## config.mk

```make
export PLATFORM = sky130hd
export DESIGN_NAME = key_arbiter_flat
export DESIGN_NICKNAME = d
export VERILOG_FILES = /design/src/rtl/key_arbiter_if.sv /design/src/rtl/key_arbiter.sv /design/src/flat_wrapper.sv
export SDC_FILE = /design/constraint.sdc
export NUM_CORES = 1
export LEC_CHECK = 0
export CORE_MARGIN = 3
export CORE_UTILIZATION = 25
export DETAILED_ROUTE_END_ITERATION = 10
export DONT_BUFFER_PORTS = 1
export GPL_TIMING_DRIVEN = 0
export PLACE_DENSITY = 0.38
export SLEW_MARGIN = 20
export SYNTH_ARGS = -nofsm -noshare
export SYNTH_HDL_FRONTEND = slang
export SYNTH_SLANG_ARGS = --single-unit
```

## constraint.sdc

```tcl
create_clock -name clk -period 2.8 [get_ports clk]
set_clock_uncertainty 0.05 [all_clocks]
set_input_delay 0.84 -clock clk [delete_from_list [all_inputs] [get_ports clk]]
set_output_delay 0.84 -clock clk [all_outputs]
set_load 0.02 [all_outputs]
```

## src/rtl/key_arbiter_if.sv

```systemverilog
// Key arbiter bus: raw key levels and flush in, grant pulse and status out.
interface key_arbiter_if #(
  parameter int unsigned N  = 4,
  parameter int unsigned IW = $clog2(N)
);
  logic [N-1:0]  keys;
  logic          clear;
  logic [N-1:0]  out;
  logic [IW-1:0] out_idx;
  logic          valid;
  logic          strobe;
  logic [N-1:0]  pending;
  logic          busy;

  // master: front panel / environment; slave: the arbiter itself
  modport master (
    output keys, clear,
    input  out, out_idx, valid, strobe, pending, busy
  );

  modport slave (
    input  keys, clear,
    output out, out_idx, valid, strobe, pending, busy
  );
endinterface

```

## src/rtl/key_arbiter.sv

```systemverilog
// Round-robin arbiter sharing one rate-limit holdoff window among N push buttons.
// Keys are synchronised, edge-detected, latched as pending and granted one at a time.
module key_arbiter #(
  parameter int unsigned N   = 4,
  parameter int unsigned DUR = 5_000_000 - 1,
  parameter int unsigned CW  = 23,
  parameter int unsigned IW  = $clog2(N)
) (
  input  logic          clk,
  input  logic          rst,
  key_arbiter_if.slave  bus
);

  typedef enum logic [0:0] {StIdle, StHoldoff} state_e;

  state_e        state_q, state_d;
  logic [N-1:0]  s1_q, s2_q, h_q;
  logic [N-1:0]  press;
  logic [N-1:0]  pend_q, pend_d;
  logic [N-1:0]  out_q, out_d;
  logic [IW-1:0] idx_q, idx_d;
  logic [IW-1:0] ptr_q, ptr_d;
  logic [IW-1:0] win, cand;
  logic          win_found;
  logic [CW-1:0] cnt_q, cnt_d;

  // All-ones after reset so a key held through reset never looks like a fresh rise.
  always_ff @(posedge clk) begin
    if (rst) begin
      s1_q <= '1;
      s2_q <= '1;
      h_q  <= '1;
    end else begin
      s1_q <= bus.keys;
      s2_q <= s1_q;
      h_q  <= s2_q;
    end
  end

  assign press = s2_q & ~h_q;

  // First pending bit scanning from ptr_q upward with wrap.
  always_comb begin
    win       = ptr_q;
    win_found = 1'b0;
    cand      = '0;
    for (int unsigned k = 0; k < N; k++) begin
      cand = IW'((32'(ptr_q) + k) % N);
      if (!win_found && pend_q[cand]) begin
        win_found = 1'b1;
        win       = cand;
      end
    end
  end

  always_comb begin
    state_d = state_q;
    cnt_d   = cnt_q;
    out_d   = '0;
    idx_d   = idx_q;
    ptr_d   = ptr_q;
    unique case (state_q)
      StIdle: begin
        if (win_found && !bus.clear) begin
          out_d   = N'(1) << win;
          idx_d   = win;
          ptr_d   = (win == IW'(N - 1)) ? '0 : win + 1'b1;
          cnt_d   = CW'(DUR);
          state_d = StHoldoff;
        end
      end
      StHoldoff: begin
        if (cnt_q != '0) begin
          cnt_d = cnt_q - 1'b1;
        end else begin
          state_d = StIdle;
        end
      end
      default: state_d = StIdle;
    endcase
  end

  // A press arriving in the grant cycle re-arms the bit; clear beats everything.
  always_comb begin
    pend_d = '0;
    if (!bus.clear) begin
      pend_d = (pend_q & ~out_d) | press;
    end
  end

  always_ff @(posedge clk) begin
    if (rst) begin
      state_q <= StIdle;
      cnt_q   <= '0;
      out_q   <= '0;
      idx_q   <= '0;
      ptr_q   <= '0;
      pend_q  <= '0;
    end else begin
      state_q <= state_d;
      cnt_q   <= cnt_d;
      out_q   <= out_d;
      idx_q   <= idx_d;
      ptr_q   <= ptr_d;
      pend_q  <= pend_d;
    end
  end

  assign bus.out     = out_q;
  assign bus.out_idx = idx_q;
  assign bus.valid   = |out_q;
  assign bus.strobe  = (state_q == StIdle) && !rst;
  assign bus.busy    = (state_q == StHoldoff);
  assign bus.pending = pend_q;

endmodule

```

## src/flat_wrapper.sv

```systemverilog
// flat-port wrapper written by rule: the top's interface ports become plain ports
module key_arbiter_flat 
#(
  parameter int unsigned N   = 4,
  parameter int unsigned DUR = 5_000_000 - 1,
  parameter int unsigned CW  = 23,
  parameter int unsigned IW  = $clog2(N)
)
  (clk, rst, bus_keys, bus_clear, bus_out, bus_out_idx, bus_valid, bus_strobe, bus_pending, bus_busy);
  key_arbiter_if #(.N(N), .IW(IW)) bus_i ();
  input  logic clk;
  input  logic rst;
  input wire logic [$bits(bus_i.keys)-1:0] bus_keys;
  input wire logic [$bits(bus_i.clear)-1:0] bus_clear;
  output wire logic [$bits(bus_i.out)-1:0] bus_out;
  output wire logic [$bits(bus_i.out_idx)-1:0] bus_out_idx;
  output wire logic [$bits(bus_i.valid)-1:0] bus_valid;
  output wire logic [$bits(bus_i.strobe)-1:0] bus_strobe;
  output wire logic [$bits(bus_i.pending)-1:0] bus_pending;
  output wire logic [$bits(bus_i.busy)-1:0] bus_busy;
  assign bus_i.keys = bus_keys;
  assign bus_i.clear = bus_clear;
  assign bus_out = bus_i.out;
  assign bus_out_idx = bus_i.out_idx;
  assign bus_valid = bus_i.valid;
  assign bus_strobe = bus_i.strobe;
  assign bus_pending = bus_i.pending;
  assign bus_busy = bus_i.busy;
  key_arbiter #(.N(N), .DUR(DUR), .CW(CW), .IW(IW)) u_core (.clk(clk), .rst(rst), .bus(bus_i));
endmodule
```

; ---- After elaboration in Yosys (flattened, before gate mapping)
; Index checks and enable logic that the tools add are counted.
[totals]
register_bits = 48
output_inout_bits = 13
[op_classes]
add_sub_neg = 5
order_cmp = 4
eq_ne = 3
shift = 1
mux = 24
bitwise = 6
reduce_logical = 15
[ops]
columns = operator, count
row1 = $mux W23, 2
row2 = $pmux W23 S2, 1
row3 = $reduce_bool A23 Y1, 1
row4 = $sub A23 B1 Y23 const B, 1
row5 = $lt A2 B3 Y1 const B, 4
row6 = $mux W1, 10
row7 = $and A4 B4 Y4, 2
row8 = $bmux W1 S2, 4
row9 = $mux W2, 4
row10 = $mux W4, 2
row11 = $not A4 Y4, 2
row12 = $logic_and A1 B1 Y1, 5
row13 = $logic_not A1 Y1, 5
row14 = $add A2 B1 Y2 const B, 2
row15 = $add A2 B2 Y2 const B, 2
row16 = $or A4 B4 Y4, 1
row17 = $reduce_and A2 Y1, 2
row18 = $reduce_or A4 Y1, 1
row19 = $shl A1 B2 Y4 const A, 1
row20 = $eq A2 B2 Y1 const B, 1
row21 = $ne A2 B1 Y1 const B, 1
row22 = $ne A2 B2 Y1 const B, 1
row23 = $pmux W1 S2, 1
row24 = $reduce_or A2 Y1, 1
row25 = $not A1 Y1, 1

; ---- Logic depth before layout (Yosys ltp)
[logic_depth]
ltp_word = 18
depth_mapped = 8
depth_no_buf = 8

; ---- Worst setup path after synthesis
; No wires, ideal clock.
[synth_timing]
path_kind = input to output
start = input port rst
end = output port bus_strobe
arrival_ns = 1.503
path_slack_ns = 0.407
path_stages = 3
n_path_buf = 2
cell_sequence = clkbuf_1 clkbuf_1 nor2_1
[synth_between]
elab_chain_cells = 2
[synth_rtl]
columns = element, line
row1 = start: declaration, flat_wrapper.sv:12  ; input logic rst;
row2 = $logic_not A1 Y1, key_arbiter.sv:112  ; assign bus.strobe = (state_q == StIdle) && !rst;
row3 = $logic_and A1 B1 Y1, key_arbiter.sv:112
row4 = end: declaration, flat_wrapper.sv:18  ; output wire logic [$bits(bus_i.strobe)-1:0] bus_strobe;
; Every way passes these cells.

; ---- Worst setup path in the final report
; Same ends and word-level chain as after synthesis.

==> metrics.md <==
| Metric | Value |
|---|---|
| Run status | finished clean |
| Sink Count | 48 |
| Worst Setup End Kind | output port |
| I/O Buffers | 0 |
| Placed insts | 349 |
| Mapped Cells | 244 |
| Worst hold path type | flip-flop to flip-flop |
| Global placement routability congestion | 0.797 |
| Synthesized flop and latch total | 48 |
| NetSw | 0.000476 W |
| Max Transition Viols Final | 0 |
| Synth warn | 0 |
| Vias in the first global route | 1666 |
| Hold Vio Cnt, Final | 0 |
| Die W | 99.2 um |
| Tot GR Track Use | 0.116 |
| CORE AREA | 8340 sq um |
| Reg-to-reg slack, setup | 410 ps |
| Critical Path Start Type | input pin |
| Hold Path Depth | 1 |
| Pleak | 0.876 nW |
| Sequential fraction of the synthesis area | 0.443 |
| Syn Nets | 256 |
| Post-layout nets | 263 |
| First-pass GRT wire length | 8980 um |
| Worst path required time | 1910 ps |
| DR vias | 1739 |
| Io pins | 20 |
| Gr ovfl total | 0 |
| CP max stage delay | 370 ps |
| Area growth, synth to finish | 11.1% |
| CTS tree | built |
| Starting Density | 0.260 |
| Max-cap violations | 0 |
| Reg2reg start | u_core.cnt_q[19]$_SDFFE_PP0P_ |
| Async SR Flop Fraction | 0 |
| Core Rows | 33 |
| Commonest non-fill, non-tap cell in the layout | dfxtp_1 |
| Cts hold-fix bufs | 0 |
| Max VDD drop | 0.000174 V |
| Vias per cell | 4.87 |
| Clock power share | 0.321 |
| CTS HTree Levels | 2 |
| DRT Wirelength | 5410 um |
| Setup Viol. Count Final | 0 |
| Mapped Area | 2170 sq um |
| Flop pwr share | 0.481 |
| EDFF count, synth | 0 |
| Slowest stage cell, crit path | nor2_1 |
| Setup TNS | 0 ps |
| WHS Endpoint | u_core.s2_q[2]$_SDFF_PP1_ |
| Die ar. | 9840 sq um |
| DP HPWL | 3870 um |
| CP top delay family | buffers and inverters |
| Largest net degree at the start of global routing | 15 |
| Worst path cell trace | clkbuf_1, clkbuf_2, nor2_1 |
| Fin crit period | 2580 ps |
| Worst-margin pin slew | 605 ps |
| Initial antenna violation count | 0 |
| Bufs on Longest Clock Path | 2 |
| Drt first pass iters | 4 |
| Inserted Clock Buffers | 5 |
| Clock root buffer | clkbuf_8 |
| Sw frac | 0.305 |
| Antenna cells | 0 |
| Syn Area/Cell | 8.90 sq um |
| DR WL/cell | 15.1 um |
| Crit path arrival time | 1690 ps |
| Final Core Density | 0.289 |
| WS Path Type | input pin to output port |
| Final period util | 0.923 |
| R2R depth | 6 |
| DRC | 0 |
| Share of cells above drive strength 1 | 0.131 |
| RSZ-0062 raised after global routing | no |
| Rel. slew slack | 0.593 |
| Worst reg2reg path endpoint | u_core.cnt_q[14]$_SDFFE_PP0P_ |
| Total of fill cells in the finished design | 907 |
| Clk slew on worst S/H paths | 90 ps |
| WP buf/inv | 2 |
| Pwr Density | 648 nW/um^2 |
| Distinct cell type count after synthesis | 40 |
| Fmax | 0.387 GHz |
| Worst-Skew Late Latency | 300 ps |
| Internal power | 0.00109 W |
| Die Ht | 99.2 um |
| Antenna Nets Post-Route | 0 |
| Top_reg_cell synth | dfxtp_1 |
| Most frequent cells in the layout | 48 x dfxtp_1, 21 x a21oi_1, 17 x nand2_1, 17 x or2_2, 14 x nor2_1 |
| CP Max Fanout | 10 |
| Combinational Power Share | 0.199 |
| Post-Layout Cell Count | 357 |
| Hold Startpoint | u_core.s1_q[2]$_SDFF_PP1_ |
| Initial DRC count | 53 |
-- worst reg2reg max path: stages (launching register included) --
cell and delay (ps):
dfxtp_1 350, nor4_1 510, nand2_1 240, o31ai_4 520, buf_2 350, o31ai_1 120, a31oi_1 180
-- synthesized netlist by cell type, types with 2 or more instances --
library cell / count / area share
dfxtp_1: 48 / 0.44
a21oi_1: 21 / 0.048
nand2_1: 17 / 0.029
or2_2: 17 / 0.049
nor2_1: 14 / 0.024
o31ai_1: 11 / 0.038
clkbuf_1: 10 / 0.017
inv_1: 10 / 0.017
or4_1: 10 / 0.035
nor3_1: 8 / 0.018
nor4_1: 8 / 0.023
nor2b_1: 7 / 0.020
o21ai_0: 6 / 0.014
a31oi_1: 5 / 0.014
and3_1: 5 / 0.014
ha_1: 5 / 0.029
nand4_1: 4 / 0.012
or3_1: 4 / 0.012
xor2_1: 4 / 0.016
a211oi_1: 3 / 0.010
mux2i_1: 3 / 0.014
and2_1: 2 / 0.0058
buf_2: 2 / 0.0046
nand3_1: 2 / 0.0046
nor4_4: 2 / 0.020
o41ai_1: 2 / 0.0081
-- flip-flops by register name, indices dropped and copies added, names as in the netlist --
register            cells
u_core.h_q              4
u_core.bus.out_idx      2
u_core.s2_q             4
u_core.bus.busy         1
u_core.cnt_q           23
u_core.bus.pending      4
u_core.bus.out          4
u_core.ptr_q            2
u_core.s1_q             4
-- worst max-delay path by stage --
| stage | startpoint | endpoint | slack [ps] | depth (start not counted) |
|---|---|---|---|---|
| final | rst | bus_strobe | 220 | 3 |
| after global routing | rst | bus_strobe | 110 | 3 |
| after CTS | rst | bus_strobe | 200 | 3 |
| after detailed placement | rst | bus_strobe | 20 | 3 |
| after global placement | rst | bus_strobe | 9 | 3 |
| after floorplan | rst | bus_strobe | 410 | 3 |
-- cells by family (layout without fill, tap and decap cells) --
logic type               count (synthesis)  after routing  synth area share
adder cells (fa/ha/maj)                  5              5            0.0288
XOR/XNOR                                 4              4            0.0161
AO/OA/AOI/OAI                           56             56             0.169
flip-flops                              48             48             0.443
multiplexers                             4              4            0.0190
buffers and inverters                   22             30            0.0392
AND/OR/NAND/NOR                        105            105             0.285
-- through the flow --
| stage | power, W | instance area (sq um) | worst slack [ps] | hold WS, ps |
|---|---|---|---|---|
| 4_1_cts | 0.00159 | 2410 | 200 | 366 |
| 6_report | 0.00156 | 2410 | 217 | 364 |
| 2_1_floorplan | 0.000992 | 2170 | 407 | 339 |
| 3_3_place_gp | 0.00108 | 2300 | 9.34 | 345 |
| 3_5_place_dp | 0.00108 | 2300 | 22.8 | 344 |
| 5_1_grt | 0.00165 | 2410 | 110 | 378 |
-- power groups by stage --
stage / clock network [W] / registers [W] / logic (W)
after detailed placement: 0 / 0.000767 / 0.000310
final: 0.000501 / 0.000750 / 0.000310
after floorplan: 0 / 0.000758 / 0.000234
after CTS: 0.000525 / 0.000751 / 0.000311
after global routing: 0.000545 / 0.000756 / 0.000346
after global placement: 0 / 0.000767 / 0.000309
-- metal layers --
| layer | share of wire | global-route usage | vias up |
|---|---|---|---|
| li1 | - | - | 907 |
| met1 | 0.55 | 0.170 | 801 |
| met2 | 0.41 | 0.165 | 23 |
| met3 | 0.028 | 0.0231 | 8 |
| met4 | 0.017 | 0.0473 | 0 |
| met5 | 0 | 0 | - |
-- what timing repair did --
action                                  4_1_cts  5_1_grt
setup buffers                                 0        0
gates resized for setup                       1        0
endpoints found under the setup margin        1        0
-- final cells by class --
type                            instances  area (sq um)  share of cell area
Clock inverter                          2          35.0              0.0145
Inverter                               10          37.5              0.0156
Sequential cell                        48           961               0.399
Buffer                                 12          48.8              0.0202
Clock buffer                            6          72.6              0.0301
Multi-Input combinational cell        174          1120               0.467
Tap cell                              105           131              0.0545
No activity file was read; power rests on OpenSTA's default activity.
